### src/rtl/dmem_arbiter.sv
// Data-memory arbiter between the pipeline MEM stage and a debug loader.
// Grant is combinational; the streak counter bounds debug starvation, and a locked debug burst keeps the core out.
module dmem_arbiter #(
  parameter int unsigned MAX_STREAK = 4
) (
  input  logic        clk,
  input  logic        reset,
  input  logic        core_req,
  input  logic        core_we,
  input  logic [31:0] core_addr,
  input  logic [31:0] core_wdata,
  output logic [31:0] core_rdata,
  output logic        core_stall,
  input  logic        dbg_req,
  input  logic        dbg_we,
  input  logic        dbg_lock,
  input  logic [31:0] dbg_addr,
  input  logic [31:0] dbg_wdata,
  output logic [31:0] dbg_rdata,
  output logic        dbg_ack,
  output logic        mem_we,
  output logic [31:0] mem_addr,
  output logic [31:0] mem_wdata,
  input  logic [31:0] mem_rdata,
  output logic [31:0] conflict_count,
  output logic [31:0] stall_count
);

  typedef enum logic [0:0] {
    S_CORE     = 1'b0,
    S_DBG_LOCK = 1'b1
  } state_t;

  localparam logic [3:0] STREAK_MAX = 4'(MAX_STREAK);

  state_t     state;
  logic [3:0] streak;
  logic       grant_core;
  logic       grant_dbg;

  // Grant decision; reset forces no grant so the memory port and handshakes are quiet
  always_comb begin
    grant_core = 1'b0;
    grant_dbg  = 1'b0;
    if (reset) begin
      grant_core = 1'b0;
      grant_dbg  = 1'b0;
    end else begin
      case (state)
        S_CORE: begin
          if (dbg_req && (!core_req || (streak >= STREAK_MAX))) begin
            grant_dbg = 1'b1;
          end else if (core_req) begin
            grant_core = 1'b1;
          end else begin
            grant_core = 1'b0;
          end
        end
        S_DBG_LOCK: begin
          grant_dbg = dbg_req;
        end
        default: begin
          grant_core = 1'b0;
          grant_dbg  = 1'b0;
        end
      endcase
    end
  end

  // Memory port mux: only the granted requester ever reaches memory
  always_comb begin
    mem_we    = 1'b0;
    mem_addr  = 32'h0000_0000;
    mem_wdata = 32'h0000_0000;
    if (grant_core) begin
      mem_we    = core_we;
      mem_addr  = core_addr;
      mem_wdata = core_wdata;
    end else if (grant_dbg) begin
      mem_we    = dbg_we;
      mem_addr  = dbg_addr;
      mem_wdata = dbg_wdata;
    end else begin
      mem_we    = 1'b0;
    end
  end

  assign core_rdata = mem_rdata;
  assign dbg_rdata  = mem_rdata;
  assign dbg_ack    = grant_dbg;
  assign core_stall = !reset && core_req && !grant_core;

  // FSM, starvation streak and performance counters
  always_ff @(posedge clk or posedge reset) begin
    if (reset) begin
      state          <= S_CORE;
      streak         <= 4'd0;
      conflict_count <= 32'h0000_0000;
      stall_count    <= 32'h0000_0000;
    end else begin
      case (state)
        S_CORE: begin
          if (grant_dbg && dbg_lock) begin
            state <= S_DBG_LOCK;
          end else begin
            state <= S_CORE;
          end
        end
        S_DBG_LOCK: begin
          if (!dbg_lock) begin
            state <= S_CORE;
          end else begin
            state <= S_DBG_LOCK;
          end
        end
        default: state <= S_CORE;
      endcase

      if (grant_dbg || !dbg_req) begin
        streak <= 4'd0;
      end else if (grant_core && (streak < STREAK_MAX)) begin
        streak <= streak + 4'd1;
      end else begin
        streak <= streak;
      end

      if (core_req && dbg_req) begin
        conflict_count <= conflict_count + 32'd1;
      end else begin
        conflict_count <= conflict_count;
      end

      if (core_stall) begin
        stall_count <= stall_count + 32'd1;
      end else begin
        stall_count <= stall_count;
      end
    end
  end

endmodule

### config.mk
export PLATFORM = sky130hd
export DESIGN_NAME = dmem_arbiter
export DESIGN_NICKNAME = d
export VERILOG_FILES = /design/src/rtl/dmem_arbiter.sv
export SDC_FILE = /design/constraint.sdc
export NUM_CORES = 1
export LEC_CHECK = 0
export CORE_AREA = 2 2 139 141
export CTS_CLUSTER_SIZE = 25
export DETAILED_ROUTE_END_ITERATION = 7
export DIE_AREA = 0 0 141 143
export SLEW_MARGIN = 0
export SYNTH_ARGS = -nofsm -noshare
export SYNTH_HDL_FRONTEND = slang
export SYNTH_SLANG_ARGS = --single-unit
### constraint.sdc
create_clock -name clk -period 6.9 [get_ports clk]
set_input_delay 1.035 -clock clk [delete_from_list [all_inputs] [get_ports clk]]
set_output_delay 1.035 -clock clk [all_outputs]
set_load 0.01 [all_outputs]
== After elaboration in Yosys (flattened, before gate mapping) ==
Index checks and enable logic that the tools add are counted.

* Register bits: 69
* Input bits: 167
* Output and inout bits: 195

* Add/sub/neg operators: 3
* Magnitude comparators: 2
* Multiplexer cells: 18
* Bitwise operators: 1
* Reductions and logical operators: 13

{| class="wikitable"
|+ Operators by type and width
! operator !! count
|-
| $mux W32 || 4
|-
| $add A32 B1 Y32 const B || 2
|-
| $mux W1 || 10
|-
| $mux W4 || 2
|-
| $logic_and A1 B1 Y1 || 6
|-
| $add A4 B1 Y4 const B || 1
|-
| $ge A4 B3 Y1 const B || 1
|-
| $logic_not A1 Y1 || 4
|-
| $lt A4 B3 Y1 const B || 1
|-
| $pmux W1 S2 || 2
|-
| $logic_or A1 B1 Y1 || 2
|-
| $reduce_bool A2 Y1 || 1
|-
| $not A1 Y1 || 1
|}

== Longest topological paths before layout ==
* Depth after elaboration: 9
* Gate-level depth with buffers: 6
* Depth with buffers taken out: 5

== Least setup slack after synthesis ==
Ideal clock, no wire load.

* Path kind: input to output
* Start point: in reset
* End point: out mem_addr[0]
* Arrival: 2.161 ns
* Required time: 5.865 ns
* Path slack: 3.704 ns
* Stages on the path: 6
* Buffers on the path: 3
* Path through: buf_2 nand2b_1 nor3b_2 buf_2 buf_2 a22o_1

* Longest elaborated chain between the ends: 3
* Elaborated cells between the ends (all ways): 4
* Those cells by class: mux: 4

{| class="wikitable"
|+ Ends and longest elaborated chain
! element !! line !! RTL
|-
| from (decl) || 7 || <nowiki>input logic reset,</nowiki>
|-
| $mux W1 || 45 || <nowiki>if (reset) begin</nowiki>
|-
| $mux W32 || 79 || <nowiki>end else if (grant_dbg) begin</nowiki>
|-
| $mux W32 * || 75 || <nowiki>if (grant_core) begin</nowiki>
|-
| to (decl) || 22 || <nowiki>output logic [31:0] mem_addr,</nowiki>
|}

Mark *: on every way between the ends. The rest lies on a longest branch, timed or not.

== Worst setup path after layout ==
* Start point: in reset
* End point: out mem_addr[3]

The elaborated chain is that of the path after synthesis.

==> results.cfg <==
[synthesis]
syn_inst = 429
synth_common_cells = dfrtp_1 (69), a22o_1 (65), buf_4 (64), xnor2_1 (46), nand2_1 (24)
yosys.area.top_type_share_pct = 39.23
synthArstFlopShare_pct = 100.0
yosysWarnings = 0
synth_top_area_cell = dfrtp_1
synthDistinctLibCells = 40
netlist_top_cells_area = dfrtp_1 (39%), a22o_1 (13%), buf_4 (11%), xnor2_1 (9.2%), xor2_1 (3.2%)
syn_avg_cell_area_sq_um = 10.26
synth-edff-count = 0
ys.flop_type = dfrtp_1
syn_area_sq_um = 4402
ys_seq_area_share_pct = 39.23
yosysMostFrequentCell = dfrtp_1
synth_nets = 599
synth-seq-cells = 69

[cells_and_area]
post-route-cell-area_sq_um = 7087
layout-drive-gt1-share_pct = 6.677
fillers = 1788
fin_util_pct = 38.14
area_growth_pct = 61.00
fin_nets = 795

[setup_path]
worst-setup-path-type = input port to output port
crit_path_end = mem_addr[3]
rr_worst_depth = 5
crit_required_ps = 5860
cp_data_arrival_time_ps = 4160
cp-startpoint = reset
crit_path_end_kind = output port
reg2reg_slack_ps = 4570
crit_top_cell = clkdlybuf4s50_1
reg2reg_to = streak[2]
worst_path_max_delay_cell = nor3b_4
start_kind = input port
worstPathMaxFanout = 49
timing.critical_path.buf_inv = 3
regToRegStartpoint = streak[2]
cp_num_cells = 6
worstPathCellList = clkdlybuf4s50_1, nand2b_1, nor3b_4, buf_4, a22o_1, clkdlybuf4s50_1
cpPeakStageDelay_ps = 650
cp_top_family = buffers and inverters

[placement]
place_congestion = 0.8718
place_hpwl_um = 16540
placed_area_sq_um = 6812
port_buffers = 265

[sta]
tightest_slew_ps = 1141
setup_tns_ps = 0
skew_ps = 4.517
finalMaxSlewViolations = 0
rsz0062_at_grt = no
finalHoldViolations = 0
fmax_mhz = 192.7
setup_viol = 0
period_share_pct = 75.22
slew_headroom_pct = 23.78
period_needed_ps = 5190

[cts]
cts_hold_buf = 0
cts_made_buffers = 9
cts_tree = built
clock_latency_ps = 330
h-tree-depth = 3
cts_resized = 0
cts_sinks = 69
cts_setup_buffers = 0
cts_root_buf = clkbuf_16
cts.path.max_buffers = 2
clk_pin_slew_worst_paths_ps = 60

[detailed_routing]
dr.pass1.iters = 4
wirelength_um = 19750
drt_iter0_drc = 240
dr_total_vias = 4156
detail-route-antenna-nets = 0
drc_errors = 0
via_per_inst = 4.799
wl_per_cell_um = 22.81

[global_route]
antenna_found_initial = 10
gr-total-overflow = 0
grt_max_degree = 70
grt_usage_pct = 18.88
grt_pass1_vias = 4089
grt_pass1_wl_um = 27690

[power]
cellLeakagePower_uw = 0.002805
peakVddDrop_v = 0.0001015
powerDensity_nw_per_um2 = 173.7
p_total_uw = 1231

[die]
die_height_um = 143
rows = 50
boundaryPins = 362
initial_utilization_pct = 23.69
dieWidth_um = 141
core_sq_um = 18580
dieArea_sq_um = 20160

[flow_run]
max_cap_viol_count = 0

[status]
status = completed

[min_path]
worstHoldPathType = register to register
layout by cell type (no fill, tap or decap), types with 2 or more instances in the layout:
cell	Yosys	routed
nor4b_2	3	3
dfrtp_1	69	69
and4_1	6	6
xor2_1	16	16
nand4b_1	2	2
nor4_4	2	2
buf_4	64	4
nor3_2	5	5
nand2_1	24	24
clkdlybuf4s50_1	0	265
nor2_1	13	13
diode_2	0	3
a22o_1	65	65
nor4_1	2	2
ha_1	3	3
and3_1	8	8
clkinv_2	0	2
nand4_2	3	3
inv_1	9	8
nand3_1	20	20
nor3b_4	0	2
nor4_2	3	3
mux2_2	2	2
xnor2_1	46	46
nand4_1	21	21
and2_1	2	2
clkbuf_16	0	9
clkinvlp_4	0	2
nor3_1	6	6
registers in the layout, indices dropped and copies added (netlist names):
signal,flops
conflict_count,32
stall_count,32
streak,4
state,1
report_power, final:
part           leakage, uW  internal, uW  total [uW]  switching, uW
clock             0.000127           250         421            171
sequential        0.000927           433         471           37.7
combinational      0.00175           199         339            140
total              0.00281           881        1230            349
stage by stage:
stage,setup slack [ps],hold WS [ps],instances
floorplan,3704,507.5,429
global placement,1770,460.0,848
detailed placement,1713,471.3,848
CTS,1708,482.9,863
global route,1513,511.0,863
finish,1710,478.7,866
how the worst min path moves through the flow:
stage	startpoint	end	slack, ps	depth (start not counted)
floorplan	stall_count[31]	stall_count[31]	510	1
global placement	conflict_count[31]	conflict_count[31]	460	1
detailed placement	conflict_count[31]	conflict_count[31]	470	1
CTS	conflict_count[31]	conflict_count[31]	480	1
global route	conflict_count[30]	conflict_count[30]	510	1
finish	stall_count[31]	stall_count[31]	480	1
per-layer routing:
metal / wire length (um) / global-route usage (%)
met1: 7449 / 21.76
met3: 2393 / 10.80
met5: 102 / 0
met4: 338 / 4.895
met2: 9469 / 30.27
worst reg2reg max path, delay by kind of cell (launching register included):
kind	cells	cell delay, ps
compound gates	2	420
buf+inv	1	550
flops	1	410
simple gates	2	860
cell type report:
cell class              instances  area, sq um  area share, %
well taps                     234        292.8          4.131
flip-flops and latches         69         1727          24.36
multi-input cells             267         2076          29.29
clock buffers                  11        242.7          3.425
repair buffers                269         2683          37.85
inverters                       9        33.78         0.4767
diodes                          3        7.507         0.1059
clock inverters                 4        25.02         0.3531
kinds of logic after synthesis:
kind of cell,count (synthesis),synth area share (%)
adder cells (fa/ha/maj),3,0.8528
buffers and inverters,93,13.90
AND/OR/NAND/NOR,127,18.65
multiplexers,2,0.5116
XOR/XNOR,62,12.34
flip-flops,69,39.23
AO/OA/AOI/OAI,73,14.53
Note: power is estimated with default switching activity, not from simulation.
